## config.mk

```make
export PLATFORM = sky130hd
export DESIGN_NAME = prog_loader
export DESIGN_NICKNAME = d
export VERILOG_FILES = /design/src/rtl/prog_loader.sv
export SDC_FILE = /design/constraint.sdc
export NUM_CORES = 1
export LEC_CHECK = 0
export CORE_MARGIN = 2
export CORE_UTILIZATION = 45
export CTS_BUF_LIST = sky130_fd_sc_hd__clkbuf_4 sky130_fd_sc_hd__clkbuf_8
export DETAILED_ROUTE_END_ITERATION = 10
export GPL_ROUTABILITY_DRIVEN = 0
export PLACE_DENSITY = 0.64
export SYNTH_ARGS = -nofsm -noshare
export SYNTH_HDL_FRONTEND = slang
export SYNTH_SLANG_ARGS = --single-unit
```

## constraint.sdc

```tcl
create_clock -name clk -period 3.8 [get_ports clk]
set_clock_uncertainty 0.2 [all_clocks]
set_input_delay 0.76 -clock clk [delete_from_list [all_inputs] [get_ports clk]]
set_output_delay 0.76 -clock clk [all_outputs]
set_load 0.005 [all_outputs]
```

## src/rtl/prog_loader.sv

```systemverilog
// prog_loader: byte-stream boot loader that writes framed 32-bit words into
// instruction or data memory and holds the core in reset until a good frame.
module prog_loader #(
  parameter int          ADDR_W = 10,
  parameter logic [7:0]  MAGIC  = 8'hA5
) (
  input  logic              clk,
  input  logic              rst,
  input  logic [7:0]        in_data,
  input  logic              in_valid,
  output logic              in_ready,
  output logic [ADDR_W-1:0] mem_addr,
  output logic [31:0]       mem_wdata,
  output logic              inst_we,
  output logic              data_we,
  output logic              core_hold,
  output logic              load_done,
  output logic              load_err
);
  typedef enum logic [2:0] {IDLE, TARGET, LEN_LO, LEN_HI, DATA, CSUM} state_t;
  state_t              state_q, state_d;
  logic                tgt_q, tgt_d;
  logic [15:0]         cnt_q, cnt_d, widx_q, widx_d;
  logic [1:0]          lane_q, lane_d;
  logic [23:0]         part_q, part_d;
  logic [7:0]          csum_q, csum_d;
  logic [ADDR_W-1:0]   addr_q, addr_d;
  logic [31:0]         wdata_q, wdata_d;
  logic                iwe_q, iwe_d, dwe_q, dwe_d;
  logic                hold_q, hold_d, done_q, done_d, err_q, err_d;
  assign in_ready  = 1'b1;
  assign mem_addr  = addr_q;
  assign mem_wdata = wdata_q;
  assign inst_we   = iwe_q;
  assign data_we   = dwe_q;
  assign core_hold = hold_q;
  assign load_done = done_q;
  assign load_err  = err_q;
  always_comb begin
    state_d = state_q;
    tgt_d   = tgt_q;
    cnt_d   = cnt_q;
    widx_d  = widx_q;
    lane_d  = lane_q;
    part_d  = part_q;
    csum_d  = csum_q;
    addr_d  = addr_q;
    wdata_d = wdata_q;
    iwe_d   = 1'b0;
    dwe_d   = 1'b0;
    hold_d  = hold_q;
    done_d  = done_q;
    err_d   = err_q;
    if (in_valid) begin
      case (state_q)
        IDLE: if (in_data == MAGIC) begin
          state_d = TARGET;
          done_d  = 1'b0;
          err_d   = 1'b0;
          hold_d  = 1'b1;
        end
        TARGET: if (in_data[7:1] == 7'd0) begin
          tgt_d   = in_data[0];
          state_d = LEN_LO;
        end else begin
          err_d   = 1'b1;
          state_d = IDLE;
        end
        LEN_LO: begin
          cnt_d[7:0] = in_data;
          state_d    = LEN_HI;
        end
        LEN_HI: begin
          cnt_d[15:8] = in_data;
          widx_d      = 16'd0;
          lane_d      = 2'd0;
          csum_d      = 8'd0;
          state_d     = ({in_data, cnt_q[7:0]} != 16'd0) ? DATA : CSUM;
        end
        DATA: begin
          csum_d = csum_q ^ in_data;
          lane_d = lane_q + 2'd1;
          if (lane_q != 2'd3) part_d[{lane_q, 3'b000} +: 8] = in_data;
          else begin
            // word index wraps silently into the memory's address range
            wdata_d = {in_data, part_q};
            addr_d  = {widx_q[ADDR_W-3:0], 2'b00};
            iwe_d   = !tgt_q;
            dwe_d   = tgt_q;
            widx_d  = widx_q + 16'd1;
            if (widx_q == cnt_q - 16'd1) state_d = CSUM;
          end
        end
        CSUM: begin
          state_d = IDLE;
          if (in_data == csum_q) begin
            done_d = 1'b1;
            hold_d = 1'b0;
          end else err_d = 1'b1;
        end
        default: state_d = IDLE;
      endcase
    end
  end
  always_ff @(posedge clk) begin
    if (rst) begin
      state_q <= IDLE;
      tgt_q   <= 1'b0;
      cnt_q   <= 16'd0;
      widx_q  <= 16'd0;
      lane_q  <= 2'd0;
      part_q  <= 24'd0;
      csum_q  <= 8'd0;
      addr_q  <= '0;
      wdata_q <= 32'd0;
      iwe_q   <= 1'b0;
      dwe_q   <= 1'b0;
      hold_q  <= 1'b1;
      done_q  <= 1'b0;
      err_q   <= 1'b0;
    end else begin
      state_q <= state_d;
      tgt_q   <= tgt_d;
      cnt_q   <= cnt_d;
      widx_q  <= widx_d;
      lane_q  <= lane_d;
      part_q  <= part_d;
      csum_q  <= csum_d;
      addr_q  <= addr_d;
      wdata_q <= wdata_d;
      iwe_q   <= iwe_d;
      dwe_q   <= dwe_d;
      hold_q  <= hold_d;
      done_q  <= done_d;
      err_q   <= err_d;
    end
  end
endmodule

```

==> impl_metrics.py, run 1 <==
metrics = {
    "outcome": {
        "status": "finished, final reports clean",
    },
    "cells_and_area": {
        "fin_nets": 733,
        "final_common_cell": "nand2_1",
        "syn_to_final_growth_pct": 19.48,
        "finish.utilization_pct": 55.01,
        "final_cells": 870,
        "n_antenna_cell": 0,
        "layout-drive-gt1-share_pct": 7.703,
        "final_cell_mix": "168 x nand2_1, 115 x dfxtp_1, 99 x a21oi_1",
    },
    "clock_network": {
        "cts_resized": 0,
        "clkTransAtPathRegs_ns": 0.07,
        "hold_buffers": 0,
        "cts_setup_buffers": 0,
        "cts_buffers": 17,
        "clock_latency_ns": 0.44,
        "clock_sinks": 115,
        "cts-root-buf": "clkbuf_8",
        "htreeDepth": 4,
        "cts_max_path_buffers": 2,
        "tritoncts": "yes",
    },
    "synthesis": {
        "avgSynthCellArea_sq_um": 7.744,
        "yosys.cell_types.count": 54,
        "synthCells": 676,
        "synth_seq_cells": 115,
        "yosys_warnings": 0,
        "synth_edf_count": 0,
        "synth_flop_cell": "dfxtp_1",
        "syn_area_sq_um": 5235,
        "async_flop_share_pct": 0,
        "ys_seq_area_share_pct": 43.98,
    },
    "global_route": {
        "grt_pass1_vias": 4388,
        "grt_antenna_before_repair": 0,
        "overflow": 0,
        "grt_pass1_wl_um": 21700,
        "grtUsageTotal_pct": 21.59,
        "grt_start_max_net_pins": 96,
    },
    "sta": {
        "grt_setup_unrepaired": "false",
        "fin_crit_sh_pct": 75.31,
        "min_period_ns": 2.862,
        "hold_viol_final": 0,
        "fin_setup_tns_ns": 0,
        "finalSetupViolCount": 0,
        "fmax_mhz": 349.4,
        "maxSlewViolCount": 0,
        "timing.slew.headroom_pct": 34.93,
        "setup_ws_ns": 0.9382,
        "worstMarginPinSlew_ns": 0.9760,
        "whs_ns": 0.2557,
    },
    "routing": {
        "drt_iter0_drc": 357,
        "drt_pass1_iterations": 5,
        "wl_per_cell_um": 15.11,
        "drc": 0,
        "wirelength_um": 13150,
        "final_antenna_net_count": 0,
        "num_vias": 4707,
        "via_per_inst": 5.410,
    },
    "die": {
        "fp-row-count": 39,
        "die_x_um": 111.9,
        "start_util_pct": 46.04,
        "coreArea_sq_um": 11370,
        "io_pins": 59,
        "dieHeight_um": 111.9,
        "die-area_sq_um": 12510,
    },
    "placed_design": {
        "dp_slack_ns": 0.5615,
        "dpl.cell_count": 838,
        "post-dp-hpwl_um": 8919,
        "io_buffers": 55,
    },
    "setup_path": {
        "crit_path_max_incr_delay_ns": 0.70,
        "critPathKind": "in2reg",
        "worst_path_dominant_cell_family": "simple AND/OR/NAND/NOR gates",
        "cp.required_ns": 3.93,
        "cp_slowest_cell": "clkdlybuf4s50_1",
        "cp_num_buf_inv": 1,
        "crit_chain": "clkdlybuf4s50_1, nor4_4, and2_1, and3b_1, o21ai_0, or2_2, a21o_1",
        "end_kind": "register",
        "reg2reg_to": "mem_wdata[5]",
        "worstPathArrival_ns": 2.99,
        "r2r_slack_ns": 1.28,
        "r2r_cells": 6,
        "crit_fanout": 10,
        "reg2reg_from": "state_q[1]",
        "cp-start-kind": "input pin",
    },
    "flow_run": {
        "maxCapViolations": 0,
    },
    "pwr": {
        "ir_worst_vdd_mv": 0.2750,
        "p_leak_nw": 2.076,
        "cellPowerDensity_nw_per_um2": 385.3,
    },
    "worst_hold_path": {
        "holdCritPathClass": "reg2reg",
        "hold_path.startpoint": "mem_addr[7]",
        "hold_end": "mem_addr[7]",
        "holdPathStages": 2,
    },
}
[routing by layer]
layer	routed length (um)	GRT usage, %	up-vias
met3	558	5.553	24
met5	0	0	-
li1	-	-	2353
met4	223	6.914	0
met1	5950	26.85	2222
met2	6417	36.69	108
[cell families (layout without fill, tap and decap cells)]
logic type      Yosys count  count (layout)  synth area share [%]
mux                       4               4                0.7887
compound gates          134             134                 14.01
flops                   115             115                 43.98
xor+xnor                 37              37                 6.190
buf+inv                  60             110                 4.947
fa+ha+maj                 8               8                 1.912
other cells               2               3                0.1435
simple gates            316             316                 28.04
[worst max path at each step]
stage               slack [ns]  cells past startpoint        from         to
finish                    0.94                      7  in_data[1]  core_hold
global route              0.81                      7  in_data[3]  core_hold
CTS                       0.96                      7  in_data[3]  core_hold
detailed placement        0.56                      7  in_data[3]  core_hold
global placement          0.64                      7  in_data[3]  core_hold
floorplan                 1.33                      7  in_data[4]  core_hold
[flip-flops by register name, summed over array words and instances (netlist names)]
name       count
cnt_q         16
core_hold      1
csum_q         8
data_we        1
inst_we        1
lane_q         2
load_done      1
load_err       1
mem_addr       8
mem_wdata     32
part_q        24
state_q        3
tgt_q          1
widx_q        16
[through the flow]
stage                     power, mW  cell area, sq um
after floorplan               1.271              5239
after global placement        1.298              5852
after detailed placement      1.299              5852
after CTS                     2.424              6255
after global routing          2.494              6255
final                         2.410              6255
[synth_stat cells, types with 3 or more instances]
| cell | number | area share, % |
|---|---|---|
| buf_4 | 4 | 0.57 |
| nand3_1 | 33 | 3.2 |
| xor2_1 | 14 | 2.3 |
| ha_1 | 8 | 1.9 |
| nor3_1 | 7 | 0.67 |
| and3_1 | 7 | 0.84 |
| nor3b_1 | 5 | 0.72 |
| nor4_1 | 5 | 0.60 |
| nand2_1 | 168 | 12 |
| nand2b_1 | 3 | 0.36 |
| and4_1 | 3 | 0.50 |
| mux2i_1 | 3 | 0.57 |
| o21ai_0 | 14 | 1.3 |
| inv_1 | 10 | 0.72 |
| dfxtp_1 | 115 | 44 |
| and2_1 | 5 | 0.60 |
| xnor2_1 | 23 | 3.8 |
| nor2_1 | 47 | 3.4 |
| buf_2 | 8 | 0.76 |
| a21oi_1 | 99 | 9.5 |
| nor4b_1 | 4 | 0.67 |
| a31oi_1 | 5 | 0.60 |
| clkbuf_1 | 36 | 2.6 |
| nand4_1 | 12 | 1.4 |
[worst register-to-register path, stage by stage, from the launching register on]
cell and delay [ns]:
dfxtp_1 0.43, nor2_1 0.24, and3_1 0.47, nand2_1 0.45, buf_4 0.39, nand2_1 0.11, a21oi_1 0.07
[power by group]
group	internal (mW)	switching [mW]	total, mW
clock	0.606	0.533	1.14
combinational	0.0188	0.0481	0.0669
sequential	1.20	0.0000457	1.20
total	1.83	0.581	2.41
[area by class of cell]
type,instances,area [sq um]
multi-input combinational,502,2678
clock buffer,18,247.7
timing repair buffer,68,655.6
sequential,115,2302
tap,143,178.9
fill,1088,5115
inverter,10,37.54
clock inverter,14,155.1
(Power assumes the default switching activity.)
==> inputs of run 2 (changes only) <==
--- a/config.mk
+++ b/config.mk
@@ -10,7 +10,7 @@
 export CTS_BUF_LIST = sky130_fd_sc_hd__clkbuf_4 sky130_fd_sc_hd__clkbuf_8
 export DETAILED_ROUTE_END_ITERATION = 10
 export GPL_ROUTABILITY_DRIVEN = 0
-export PLACE_DENSITY = 0.64
+export PLACE_DENSITY = 0.67
 export SYNTH_ARGS = -nofsm -noshare
 export SYNTH_HDL_FRONTEND = slang
 export SYNTH_SLANG_ARGS = --single-unit
==> constraint.sdc (replaced) <==
create_clock -name clk -period 2.4 [get_ports clk]
set_clock_uncertainty 0.2 [all_clocks]
set_input_delay 0.48 -clock clk [delete_from_list [all_inputs] [get_ports clk]]
set_output_delay 0.48 -clock clk [all_outputs]
set_load 0.005 [all_outputs]
==> run 2 against run 1 <==
Compared with the run above:
- die area unchanged
- sequential power up 59%
- via count up 1.6%
- core utilization up 1.8 points
- non-clock buffer count up 27
- cell count up 3.1%
- clock power up 41%
- worst hold slack worse by 0.089 ns
- critical path depth unchanged
- sequential cell count unchanged
- critical endpoint is now state_q[0]
==> impl_metrics.py, run 2 (same netlist as run 1, synthesis figures left out) <==
metrics = {
    "worst_hold_path": {
        "holdPathStages": 2,
        "holdCritPathClass": "in2reg",
    },
    "routing": {
        "num_vias": 4784,
        "via_per_inst": 5.333,
        "wirelength_um": 13370,
        "wl_per_cell_um": 14.90,
        "final_antenna_net_count": 0,
        "drt_iter0_drc": 316,
        "drc": 0,
        "drt_pass1_iterations": 7,
    },
    "pwr": {
        "p_leak_nw": 2.207,
        "total_power_mw": 3.639,
        "cellPowerDensity_nw_per_um2": 563.8,
        "ir_worst_vdd_mv": 0.3871,
    },
    "global_route": {
        "grtUsageTotal_pct": 22.04,
        "grt_pass1_vias": 4630,
        "grt_pass1_wl_um": 22210,
        "grt_antenna_before_repair": 0,
        "overflow": 0,
        "grt_start_max_net_pins": 53,
    },
    "clock_network": {
        "clkTransAtPathRegs_ns": 0.08,
        "cts_max_path_buffers": 2,
        "clock_latency_ns": 0.44,
        "clock_sinks": 115,
        "cts-root-buf": "clkbuf_8",
        "htreeDepth": 4,
        "tritoncts": "yes",
        "cts_buffers": 17,
    },
    "die": {
        "die-area_sq_um": 12510,
        "start_util_pct": 46.04,
        "io_pins": 59,
        "coreArea_sq_um": 11370,
        "dieHeight_um": 111.9,
        "fp-row-count": 39,
        "die_x_um": 111.9,
    },
    "sta": {
        "maxSlewViolCount": 0,
        "fin_crit_sh_pct": 94.81,
        "hold_viol_final": 0,
        "fmax_mhz": 439.5,
        "worstMarginPinSlew_ns": 0.5206,
        "timing.slew.headroom_pct": 65.29,
        "grt_setup_unrepaired": "false",
        "fin_setup_tns_ns": 0,
        "min_period_ns": 2.275,
        "finalSetupViolCount": 0,
    },
    "cells_and_area": {
        "final_cell_mix": "168 x nand2_1, 115 x dfxtp_1, 99 x a21oi_1",
        "syn_to_final_growth_pct": 23.30,
        "fin_nets": 760,
        "largest_register_ffs": 32,
        "layout-drive-gt1-share_pct": 11.80,
        "n_antenna_cell": 0,
        "final_common_cell": "nand2_1",
        "nFillCells": 1054,
    },
    "placed_design": {
        "post-dp-hpwl_um": 9487,
        "io_buffers": 55,
    },
    "setup_path": {
        "critPathKind": "reg2reg",
        "cp.required_ns": 2.53,
        "r2r_cells": 7,
        "end_kind": "register",
        "cp-start-kind": "register",
        "crit_fanout": 9,
        "worstPathArrival_ns": 2.41,
    },
    "outcome": {
        "status": "finished, final reports clean",
    },
    "flow_run": {
        "maxCapViolations": 0,
    },
}
-- run 2: cell types whose count changed in the layout (fill, tap and decap cells not counted), sizes merged --
cell | before | now
clkbuf | 18 | 17
buf | 14 | 41
bufinv | 2 | 0
inv | 12 | 17
clkinvlp | 2 | 1
clkinv | 8 | 7
-- run 2: routing by layer --
layer	global-route usage [%]	up-vias	wire, um
met5	0	-	0
met1	26.55	2230	5839
met4	8.560	0	356
met3	5.716	30	639
li1	-	2406	-
met2	37.70	118	6533
-- run 2: timing repair --
item,4_1_cts,5_1_grt
buffers inserted,0,0
hold buffers,0,0
resized for setup,0,6
endpoints found under the hold margin,0,0
setup endpoints to repair,0,28
-- run 2: layout make-up --
type                    instances  area [sq um]  share of cell area (%)
multi-input cells             502          2710                   41.98
flip-flops and latches        115          2302                   35.67
repair buffers                 95         870.8                   13.49
clock buffers                  17         234.0                   3.625
well taps                     143         178.9                   2.772
clock inverters                15         121.4                   1.880
inverters                      10         37.54                  0.5815
-- run 2: metrics by stage --
stage	hold slack, ns	instances	area, sq um	util, %	setup WS [ns]
after CTS	0.1490	897	6422	56.49	0.05063
final	0.1666	897	6455	56.77	0.1245
after global placement	0.2412	865	6067	53.36	-0.2328
after floorplan	0.2161	677	5239	-	0.2123
after global routing	0.1542	897	6455	56.77	0.04936
after detailed placement	0.2449	865	6067	53.36	-0.2973
-- run 2: report_power, final --
| group | internal [mW] | switching [mW] |
|---|---|---|
| Sequential | 1.91 | 0.0000501 |
| Combinational | 0.0424 | 0.0785 |
| Clock | 0.738 | 0.874 |
-- run 2: worst paths after layout --
check	startpoint	endpoint	slack [ns]
max	cnt_q[0]	state_q[0]	0.12
min	rst	cnt_q[11]	0.17
max reg2reg	cnt_q[0]	state_q[0]	0.12
min reg2reg	part_q[8]	mem_wdata[8]	0.26
-- run 2: worst max-delay path, stage by stage, from the launching register on --
cell     delay (ns)
dfxtp_1        0.34
inv_1          0.15
ha_2           0.31
nor4b_1        0.26
a31oi_1        0.07
o41ai_1        0.43
nand4_1        0.18
o41ai_2        0.23
==> inputs of run 3 (changes only) <==
--- a/config.mk
+++ b/config.mk
@@ -10,7 +10,7 @@
 export CTS_BUF_LIST = sky130_fd_sc_hd__clkbuf_4 sky130_fd_sc_hd__clkbuf_8
 export DETAILED_ROUTE_END_ITERATION = 10
 export GPL_ROUTABILITY_DRIVEN = 0
-export PLACE_DENSITY = 0.67
+export PLACE_DENSITY = 0.64
 export SYNTH_ARGS = -nofsm -noshare
 export SYNTH_HDL_FRONTEND = slang
 export SYNTH_SLANG_ARGS = --single-unit
==> constraint.sdc (replaced) <==
create_clock -name clk -period 2.3 [get_ports clk]
set_clock_uncertainty 0.2 [all_clocks]
set_input_delay 0.46 -clock clk [delete_from_list [all_inputs] [get_ports clk]]
set_output_delay 0.46 -clock clk [all_outputs]
set_load 0.005 [all_outputs]
==> run 3 against run 2 <==
Compared with the run above:
- sequential power increased by 4%
- sequential cell count stayed put
- design area up 1.7%
- clock power rose by 21%
- power rose by 12%
- clock-buffer cell count unchanged
- combinational power rose by 12%
- first-iteration DRC count grew 25%
- setup slack gained 0.012 ns
- critical endpoint is now core_hold
- wire length increased by 2.3%
==> impl_metrics.py, run 3 (same netlist as run 1, synthesis figures left out) <==
metrics = {
    "global_route": {
        "use_met3_pct": 6.151,
        "overflow": 0,
        "grt_start_max_net_pins": 103,
        "met1_usage_pct": 26.27,
        "grt_pass1_vias": 4621,
        "use_met2_pct": 37.66,
        "busiest_layer": "met2",
        "grt_antenna_before_repair": 0,
        "grt_pass1_wl_um": 22280,
        "grtUsageTotal_pct": 22.46,
    },
    "worst_hold_path": {
        "holdCritPathClass": "reg2reg",
        "hold_path.startpoint": "part_q[15]",
        "holdPathStages": 2,
        "hold_end": "part_q[15]",
    },
    "pwr": {
        "ir_worst_vdd_mv": 0.4906,
        "total_power_mw": 4.079,
        "cellPowerDensity_nw_per_um2": 621.4,
        "p_leak_nw": 2.251,
    },
    "routing": {
        "via_per_inst": 5.364,
        "drt_iter0_drc": 396,
        "drc": 0,
        "num_vias": 4822,
        "wl_per_cell_um": 15.21,
        "final_antenna_net_count": 0,
        "wirelength_um": 13670,
        "drt_pass1_iterations": 5,
    },
    "sta": {
        "hold_viol_final": 0,
        "fmax_mhz": 462.3,
        "maxSlewViolCount": 0,
        "fin_crit_sh_pct": 94.05,
        "min_period_ns": 2.163,
        "finalSetupViolCount": 0,
    },
    "clock_network": {
        "clock_sinks": 115,
        "hold_buffers": 0,
        "htreeDepth": 4,
        "cts_max_path_buffers": 2,
        "clock_latency_ns": 0.46,
        "clkTransAtPathRegs_ns": 0.07,
        "tritoncts": "yes",
        "cts_buffers": 17,
        "cts_setup_buffers": 0,
        "cts-root-buf": "clkbuf_8",
    },
    "setup_path": {
        "worstPathArrival_ns": 2.31,
        "reg2reg_from": "state_q[0]",
        "cp.required_ns": 2.45,
        "r2r_cells": 6,
        "cp-start-kind": "register",
        "end_kind": "register",
        "r2r_slack_ns": 0.14,
        "crit_fanout": 8,
        "reg2reg_to": "core_hold",
        "critPathKind": "reg2reg",
    },
    "cells_and_area": {
        "final_common_cell": "nand2_1",
        "syn_to_final_growth_pct": 25.38,
        "fin_nets": 762,
        "multi_input_area_sq_um": 2718,
        "seqCellArea_sq_um": 2302,
        "layout-drive-gt1-share_pct": 12.17,
        "final_cell_mix": "168 x nand2_1, 115 x dfxtp_1, 99 x a21oi_1",
        "design_area_sq_um": 6564,
        "largest_register_ffs": 32,
        "n_antenna_cell": 0,
        "nFillCells": 1017,
    },
    "die": {
        "coreArea_sq_um": 11370,
        "start_util_pct": 46.04,
        "dieHeight_um": 111.9,
        "die-area_sq_um": 12510,
        "fp-row-count": 39,
        "die_x_um": 111.9,
        "io_pins": 59,
    },
    "placed_design": {
        "post_dp_cell_area_sq_um": 6107,
        "io_buffers": 55,
        "post-dp-hpwl_um": 9504,
    },
    "flow_run": {
        "maxCapViolations": 0,
    },
    "outcome": {
        "status": "finished, final reports clean",
    },
}
run 3: changes by cell type in the layout (fill, tap and decap cells not counted), sizes merged:
cell	before	now
inv	17	12
buf	41	43
clkinv	7	6
bufinv	0	3
clkinvlp	1	4
run 3: worst max path at each step:
| stage | endpoint | startpoint | cells after the start |
|---|---|---|---|
| after global routing | core_hold | state_q[0] | 6 |
| after global placement | load_err | in_data[4] | 7 |
| after detailed placement | core_hold | in_data[3] | 7 |
| after floorplan | core_hold | in_data[4] | 7 |
| final | core_hold | state_q[0] | 6 |
| after CTS | state_q[0] | cnt_q[0] | 7 |
run 3: final cells by class:
type	instances	share of cell area, %
Multi-Input combinational cell	502	41.40
Sequential cell	115	35.07
Timing Repair Buffer	97	13.88
Clock buffer	17	3.565
Clock inverter	15	2.783
Tap cell	143	2.726
Inverter	10	0.5719
run 3: power breakdown:
part | leakage, nW | internal [mW] | switching (mW)
registers | 0.926 | 1.99 | 0.0000663
logic | 1.13 | 0.0499 | 0.0857
clock network | 0.199 | 1.08 | 0.877
total | 2.25 | 3.12 | 0.963
run 3: timing repair:
item,in CTS,in global routing
setup endpoints to repair,1,5
endpoints found under the hold margin,0,0
pin swaps,0,1
resized for setup,1,6
run 3: per-layer routing:
layer	vias to the layer above	wire, um
met5	-	0
met4	0	439
met3	32	670
met2	123	6645
met1	2264	5918
li1	2403	-
run 3: critical path, stage by stage, from the launching register on:
cell and delay (ns):
dfxtp_1 0.51, nor2b_1 0.27, nand2_1 0.13, nor4_2 0.35
o21ai_0 0.14, or2_2 0.31, a21o_1 0.16
run 3: per-stage QoR:
| stage | hold WS, ns | worst slack [ns] | TNS (ns) | utilization, % | cells |
|---|---|---|---|---|---|
| 6_report | 0.2532 | 0.1367 | 0 | 57.73 | 899 |
| 5_1_grt | 0.2757 | -0.003692 | -0.003692 | 57.73 | 899 |
| 4_1_cts | 0.2574 | 0.05507 | 0 | 57.40 | 899 |
| 3_5_place_dp | 0.2455 | -0.3291 | -2.253 | 53.71 | 867 |
| 3_3_place_gp | 0.2417 | -0.2652 | -1.134 | 53.71 | 867 |
| 2_1_floorplan | 0.2161 | 0.1323 | 0 | - | 677 |
